$ cat src/rtl/bitcoin_pkg.sv
// Shared types and default geometry for the bitcoin job controller slice.
package bitcoin_pkg;

    localparam int          NUM_NONCE_DEF      = 16;
    localparam int          MSG_WORDS_DEF      = 19;
    localparam logic [15:0] MSG_BASE_DEF       = 16'h0000;
    localparam logic [15:0] OUT_BASE_DEF       = 16'h0100;
    localparam int          TIMEOUT_CYCLES_DEF = 4096;
    localparam logic [31:0] HASH_MAX           = 32'hFFFF_FFFF;

    typedef enum logic [2:0] {
        IDLE,
        LOAD,
        START,
        WAIT,
        READ,
        REPORT
    } job_state_t;

endpackage

$ cat src/rtl/bitcoin_job_controller_golden_nonce_tracker.sv
// Running unsigned minimum over a stream of indexed H0 words; ties keep the earlier index.
// o_min_* already include the word presented this cycle so the final capture can be registered directly.
module golden_nonce_tracker
    import bitcoin_pkg::*;
#(
    parameter int IDX_W = 4
)
(
    input  logic             clk,
    input  logic             reset_n,
    input  logic             i_clear,
    input  logic             i_valid,
    input  logic [31:0]      i_data,
    input  logic [IDX_W-1:0] i_index,
    output logic [31:0]      o_min_hash,
    output logic [IDX_W-1:0] o_min_index
);

    logic [31:0]      r_min_hash;
    logic [IDX_W-1:0] r_min_index;
    logic             w_take;

    assign w_take      = i_valid && (i_data < r_min_hash);
    assign o_min_hash  = w_take ? i_data  : r_min_hash;
    assign o_min_index = w_take ? i_index : r_min_index;

    always_ff @(posedge clk) begin
        if (!reset_n || i_clear) begin
            r_min_hash  <= HASH_MAX;
            r_min_index <= '0;
        end else begin
            r_min_hash  <= o_min_hash;
            r_min_index <= o_min_index;
        end
    end

endmodule

$ cat src/rtl/bitcoin_job_controller.sv
// Host-side job sequencer for bitcoin_hash: loads the header, starts the hasher, scans the
// H0 results for the golden-nonce candidate and reports it against the latched target.
module bitcoin_job_controller
    import bitcoin_pkg::*;
#(
    parameter int          NUM_NONCE      = NUM_NONCE_DEF,
    parameter int          MSG_WORDS      = MSG_WORDS_DEF,
    parameter logic [15:0] MSG_BASE       = MSG_BASE_DEF,
    parameter logic [15:0] OUT_BASE       = OUT_BASE_DEF,
    parameter int          TIMEOUT_CYCLES = TIMEOUT_CYCLES_DEF,
    localparam int         IDX_W          = $clog2(NUM_NONCE),
    localparam int         WD_W           = $clog2(TIMEOUT_CYCLES) + 1,
    localparam int         WIDX_W         = $clog2(MSG_WORDS) + 1
)
(
    input  logic             clk,
    input  logic             reset_n,
    input  logic             i_job_valid,
    output logic             o_job_ready,
    input  logic [31:0]      i_job_word,
    input  logic [31:0]      i_target,
    output logic             o_mem_sel,
    output logic             o_mem_we,
    output logic [15:0]      o_mem_addr,
    output logic [31:0]      o_mem_write_data,
    input  logic [31:0]      i_mem_read_data,
    output logic [15:0]      o_message_addr,
    output logic [15:0]      o_output_addr,
    output logic             o_hash_start,
    input  logic             i_hash_done,
    output logic             o_res_valid,
    input  logic             i_res_ready,
    output logic             o_res_found,
    output logic [IDX_W-1:0] o_res_nonce,
    output logic [31:0]      o_res_hash,
    output logic             o_res_timeout
);

    job_state_t        r_state;
    logic [WIDX_W-1:0] r_word_idx;
    logic [WD_W-1:0]   r_wd;
    logic [IDX_W:0]    r_rd_idx;
    logic              r_cap_valid;
    logic [IDX_W-1:0]  r_cap_idx;
    logic [31:0]       r_target;

    logic              r_mem_sel;
    logic              r_mem_we;
    logic [15:0]       r_mem_addr;
    logic [31:0]       r_mem_wdata;
    logic              r_hash_start;
    logic              r_res_valid;
    logic              r_res_found;
    logic [IDX_W-1:0]  r_res_nonce;
    logic [31:0]       r_res_hash;
    logic              r_res_timeout;

    logic              w_accept;
    logic              w_trk_clear;
    logic [31:0]       w_min_hash;
    logic [IDX_W-1:0]  w_min_index;

    assign o_job_ready      = (r_state == IDLE) || (r_state == LOAD);
    assign w_accept         = i_job_valid && o_job_ready;
    assign w_trk_clear      = (r_state == WAIT) && i_hash_done;

    assign o_message_addr   = MSG_BASE;
    assign o_output_addr    = OUT_BASE;
    assign o_mem_sel        = r_mem_sel;
    assign o_mem_we         = r_mem_we;
    assign o_mem_addr       = r_mem_addr;
    assign o_mem_write_data = r_mem_wdata;
    assign o_hash_start     = r_hash_start;
    assign o_res_valid      = r_res_valid;
    assign o_res_found      = r_res_found;
    assign o_res_nonce      = r_res_nonce;
    assign o_res_hash       = r_res_hash;
    assign o_res_timeout    = r_res_timeout;

    golden_nonce_tracker #(
        .IDX_W (IDX_W)
    ) u_tracker (
        .clk         (clk),
        .reset_n     (reset_n),
        .i_clear     (w_trk_clear),
        .i_valid     (r_cap_valid),
        .i_data      (i_mem_read_data),
        .i_index     (r_cap_idx),
        .o_min_hash  (w_min_hash),
        .o_min_index (w_min_index)
    );

    always_ff @(posedge clk) begin
        if (!reset_n) begin
            r_state       <= IDLE;
            r_word_idx    <= '0;
            r_wd          <= '0;
            r_rd_idx      <= '0;
            r_cap_valid   <= 1'b0;
            r_cap_idx     <= '0;
            r_target      <= '0;
            r_mem_sel     <= 1'b1;
            r_mem_we      <= 1'b0;
            r_mem_addr    <= '0;
            r_mem_wdata   <= '0;
            r_hash_start  <= 1'b0;
            r_res_valid   <= 1'b0;
            r_res_found   <= 1'b0;
            r_res_nonce   <= '0;
            r_res_hash    <= '0;
            r_res_timeout <= 1'b0;
        end else begin
            r_mem_we     <= 1'b0;
            r_hash_start <= 1'b0;
            r_cap_valid  <= 1'b0;
            case (r_state)
                IDLE, LOAD: begin
                    if (w_accept) begin
                        r_mem_we    <= 1'b1;
                        r_mem_addr  <= MSG_BASE + 16'(r_word_idx);
                        r_mem_wdata <= i_job_word;
                        if (r_state == IDLE) begin
                            r_target <= i_target;
                        end
                        if (r_word_idx == WIDX_W'(MSG_WORDS - 1)) begin
                            r_word_idx <= '0;
                            r_state    <= START;
                        end else begin
                            r_word_idx <= r_word_idx + 1'b1;
                            r_state    <= LOAD;
                        end
                    end
                end
                // Last header write lands in this cycle, so the hasher is released one cycle later.
                START: begin
                    r_hash_start <= 1'b1;
                    r_mem_sel    <= 1'b0;
                    r_wd         <= '0;
                    r_state      <= WAIT;
                end
                WAIT: begin
                    if (i_hash_done) begin
                        r_mem_sel  <= 1'b1;
                        r_mem_addr <= OUT_BASE;
                        r_rd_idx   <= '0;
                        r_state    <= READ;
                    end else if (r_wd == WD_W'(TIMEOUT_CYCLES - 1)) begin
                        r_mem_sel     <= 1'b1;
                        r_res_valid   <= 1'b1;
                        r_res_timeout <= 1'b1;
                        r_res_found   <= 1'b0;
                        r_res_nonce   <= '0;
                        r_res_hash    <= HASH_MAX;
                        r_state       <= REPORT;
                    end else begin
                        r_wd <= r_wd + 1'b1;
                    end
                end
                // Issue index r; its data is captured by the tracker one cycle later.
                READ: begin
                    if (r_rd_idx < (IDX_W + 1)'(NUM_NONCE)) begin
                        r_cap_valid <= 1'b1;
                        r_cap_idx   <= r_rd_idx[IDX_W-1:0];
                        r_rd_idx    <= r_rd_idx + 1'b1;
                        if (r_rd_idx < (IDX_W + 1)'(NUM_NONCE - 1)) begin
                            r_mem_addr <= r_mem_addr + 16'd1;
                        end
                    end else begin
                        r_res_valid   <= 1'b1;
                        r_res_timeout <= 1'b0;
                        r_res_found   <= (w_min_hash < r_target);
                        r_res_nonce   <= w_min_index;
                        r_res_hash    <= w_min_hash;
                        r_state       <= REPORT;
                    end
                end
                REPORT: begin
                    if (i_res_ready) begin
                        r_res_valid <= 1'b0;
                        r_state     <= IDLE;
                    end
                end
                default: r_state <= IDLE;
            endcase
        end
    end

endmodule
$ cat config.mk
export PLATFORM = sky130hd
export DESIGN_NAME = bitcoin_job_controller
export DESIGN_NICKNAME = d
export VERILOG_FILES = /design/src/rtl/bitcoin_pkg.sv /design/src/rtl/bitcoin_job_controller_golden_nonce_tracker.sv /design/src/rtl/bitcoin_job_controller.sv
export SDC_FILE = /design/constraint.sdc
export NUM_CORES = 1
export LEC_CHECK = 0
export ABC_AREA = 1
export BUFFER_PORTS_ARGS = -buffer_cell sky130_fd_sc_hd__buf_4
export CAP_MARGIN = 20
export CORE_MARGIN = 8
export CORE_UTILIZATION = 41
export DETAILED_ROUTE_END_ITERATION = 8
export PLACE_DENSITY_LB_ADDON = 0.08
export SLEW_MARGIN = 20
export SYNTH_ARGS = -nofsm -noshare
export SYNTH_HDL_FRONTEND = slang
export SYNTH_SLANG_ARGS = --single-unit
$ cat constraint.sdc
create_clock -name clk -period 2.75 [get_ports clk]
set_input_delay 0.275 -clock clk [delete_from_list [all_inputs] [get_ports clk]]
set_output_delay 0.275 -clock clk [all_outputs]
set_load 0.02 [all_outputs]
==> run summary <==
================================================================================
Critical path startpoint category                                       register
Peak supply drop                                                          425 uV
Iteration count of the initial detailed-routing pass                           4
Post-place instance area                                              11100 um^2
Static leakage                                                           5.72 nW
Number of cells traversed by the worst hold path                               3
Site row count                                                                54
Sequential share of the synthesized area                                   42.3%
Number of buffers inserted during clock tree synthesis                        17
Final number of setup-violating endpoints                                      1
Die extent in y                                                           164 um
Number of register bits inferred by synthesis                                190
Ant diodes                                                                     0
Cell Area, Synth                                                       9000 um^2
Dominant cell by count in the synthesized netlist                        dfxtp_1
Horizontal die dimension                                                  164 um
Remaining Overflow, GRT                                                        0
Number of cells on the worst reg-to-reg path                                  23
Antenna viol nets, final                                                       0
Final cycle utilization of the critical path                                115%
Non-Filler Instances                                                        1705
Number of antenna violations at the first check in global routing              0
Depth of the CTS H-tree                                                        4
Total global routing track utilization                                     18.2%
Clock Latency Late Sink                                                  0.43 ns
Dominant synthesized flop cell                                           dfxtp_1
Starting density of the core                                               41.5%
Max-slew violation count                                                       0
Via count of the first global-routing pass                                  8023
Final critical-path required period                                      3.15 ns
Average wire length per cell after detail routing                        14.7 um
Util after Layout                                                          56.6%
First-pass GRT wire length                                              39800 um
R2R Path Start                                                      u_tracker.r_min_hash[7]
Share of cells above drive strength 1                                      32.0%
Largest net degree at the start of global routing                             64
Worst-path clk slew                                                      0.08 ns
Crit Path Max Fanout                                                           5
Hold path startpoint                                                i_job_word[9]
Synthesis warning total                                                        0
Accumulated negative setup slack                                       -0.401 ns
Detailed placer's ending HPWL                                           18000 um
Power density of the placed cells                                    566 nW/um^2
Max-cap violations                                                             0
Delay-heaviest family, CP                                           compound AO/OA/AOI/OAI gates
Total wire length after detailed routing                                25100 um
Critical path's most frequent cell                                       nand2_2
Vias after detailed routing                                                 8204
Peak per-stage delay on the critical path                                0.36 ns
Final weighted congestion of routability-driven global placement           0.821
Yosys cell types                                                              46
Top cell type's share of synthesized area                                  42.3%
EDFF count, synth                                                              0
Core area                                                             21700 um^2
Final hold violation count                                                     0
Number of buffers and inverters on the critical path                           2
PortBufs                                                                     191
Syn Inst Count                                                              1163
Cell at the slowest stage of the critical path                         a2111oi_4
Clock tree from TritonCTS                                                  built
Die Outline Area                                                      26900 um^2
Critical path cell sequence                                         inv_1 -> ha_4 -> nand2_2 -> nor2_2 -> nand2_2 -> nand2_2 -> nand2_2 -> nand2_2 -> nand2_2 -> nand2_4 -> buf_6 -> nor2_4 -> a21oi_4 -> ha_4 -> a21oi_2 -> o21ai_2 -> a21boi_2 -> o21ai_1 -> nand2_1 -> a21oi_2 -> a2111oi_4 -> nand2_1 -> a21oi_2
Area leader, netlist                                                     dfxtp_1
Worst hold endpoint                                                 o_mem_write_data[9]
Area grow syn2layout                                                       36.4%
TritonCTS Sinks                                                              190
Drt first-iter violations                                                    375
Number of nets in the layout                                                1580
Kind of end point of the critical path                                  register
Avg Inst Size Synth                                                    7.74 um^2
Type of the worst min-delay path                                    input pin to register
Outcome                                                             complete, but fails checks
Relative slew slack                                                        60.4%
Slack of the critical path                                             -0.401 ns
Via-to-Cell Ratio                                                           4.81
Number of ports placed on the die boundary                                   224
Clk buf depth                                                                  2
Reg-to-Reg End                                                       o_res_found
Worst-case register-to-register setup slack                             -0.40 ns
Worst clock skew                                                       0.0136 ns
Worst Tran Pin Value                                                    0.595 ns
Timing-limited maximum frequency                                         317 MHz
Number of hold buffers added after cts                                         0
Number of instances in the placed design                                    1669
Clock tree root buffer cell                                            clkbuf_16
Critical path arrival                                                    3.50 ns
Setup repair after global routing missed its margin                          yes
Commonest cells post-synth                                          190 x dfxtp_1, 167 x nor2_1, 142 x inv_1
Violated checks                                                     negative setup slack
Kind of critical path                                               register to register
Top area cells in the synthesized netlist                           dfxtp_1 42%, ha_1 9.3%, a21oi_1 7.5%
DRC Markers                                                                    0
CP Data Required Time                                                    3.10 ns
Post-route cell area                                                  12300 um^2
Async set-or-reset flop fraction in the synthesized netlist                   0%
================================================================================
[cell families (layout without fill, tap and decap cells)]
group / count (synthesis) / in the layout / share of synthesized area (%)
AOI/OAI and AO/OA: 285 / 285 / 17.6
xor gates and xnor gates: 4 / 4 / 0.389
adders and majority gates: 67 / 67 / 9.31
buffers and inverters: 229 / 461 / 10.9
DFF: 190 / 190 / 42.3
other: 2 / 32 / 0.0834
and+or+nand+nor: 386 / 386 / 19.5
[layout make-up]
type / count / area (um^2)
clock buffer: 18 / 429
clock inverter: 14 / 169
fill: 2037 / 9410
inverter: 154 / 581
multi-input combinational: 774 / 4810
sequential: 190 / 3810
tap: 280 / 350
timing repair buffer: 275 / 2120
[report_power, final]
part | internal, W | switching [W] | leakage [nW]
sequential | 0.00292 | 0.0000764 | 1.55
combinational | 0.000596 | 0.000819 | 3.88
clock | 0.00138 | 0.00115 | 0.291
[sequential cells by signal (all words and copies together) (netlist names), 5 cells and up]
register / flops
o_mem_addr: 16
o_mem_write_data: 32
o_res_hash: 32
r_rd_idx: 5
r_target: 32
r_wd: 13
r_word_idx: 6
u_tracker.r_min_hash: 32
[worst max-delay path by stage]
stage	cells after the start	startpoint	slack, ns	endpoint
after floorplan	23	u_tracker.r_min_hash[5]	-0.14	o_res_found
after CTS	20	u_tracker.r_min_hash[31]	-0.38	o_res_found
after global routing	23	u_tracker.r_min_hash[15]	-0.65	o_res_found
after detailed placement	23	i_mem_read_data[5]	-0.89	o_res_found
after global placement	22	i_mem_read_data[5]	-0.78	o_res_found
final	23	u_tracker.r_min_hash[7]	-0.40	o_res_found
[tightest hold or removal path: cells and delay by family]
| family | cells | cell delay (ns) |
|---|---|---|
| and+or+nand+nor | 2 | 0.11 |
| buffers and inverters | 1 | 0.08 |
[metrics by stage]
step	hold slack (ns)	total power, W	worst slack [ns]
4_1_cts	0.0474	0.00695	-0.375
2_1_floorplan	0.410	0.00385	-0.138
5_1_grt	0.0490	0.00732	-0.652
3_5_place_dp	0.450	0.00435	-0.892
3_3_place_gp	0.442	0.00433	-0.776
6_report	0.0656	0.00694	-0.401
[layer usage]
| layer | GRT usage, % | vias up | wire (um) |
|---|---|---|---|
| met3 | 5.59 | 12 | 1670 |
| met4 | 3.72 | 0 | 211 |
| met5 | 0 | - | 0 |
| met1 | 22.5 | 3761 | 11400 |
| li1 | - | 4269 | - |
| met2 | 30.8 | 162 | 11800 |
[cell usage in the layout (no fill, tap or decap), types with 17 or more instances in the layout]
cell	instances
a21oi_1	103
a21oi_2	27
buf_4	268
clkbuf_16	17
conb_1	32
dfxtp_1	184
ha_1	49
ha_4	17
inv_1	134
inv_2	19
nand2_1	107
nand3_1	19
nor2_1	158
o21ai_0	96
o221ai_1	22
or2_2	31
[what timing repair did]
item                                    4_1_cts  5_1_grt
resized for setup                            42       68
pin swaps                                    24       33
setup buffers                                 2        2
endpoints found under the setup margin        1        2
Power figures use the tool's default switching activity.
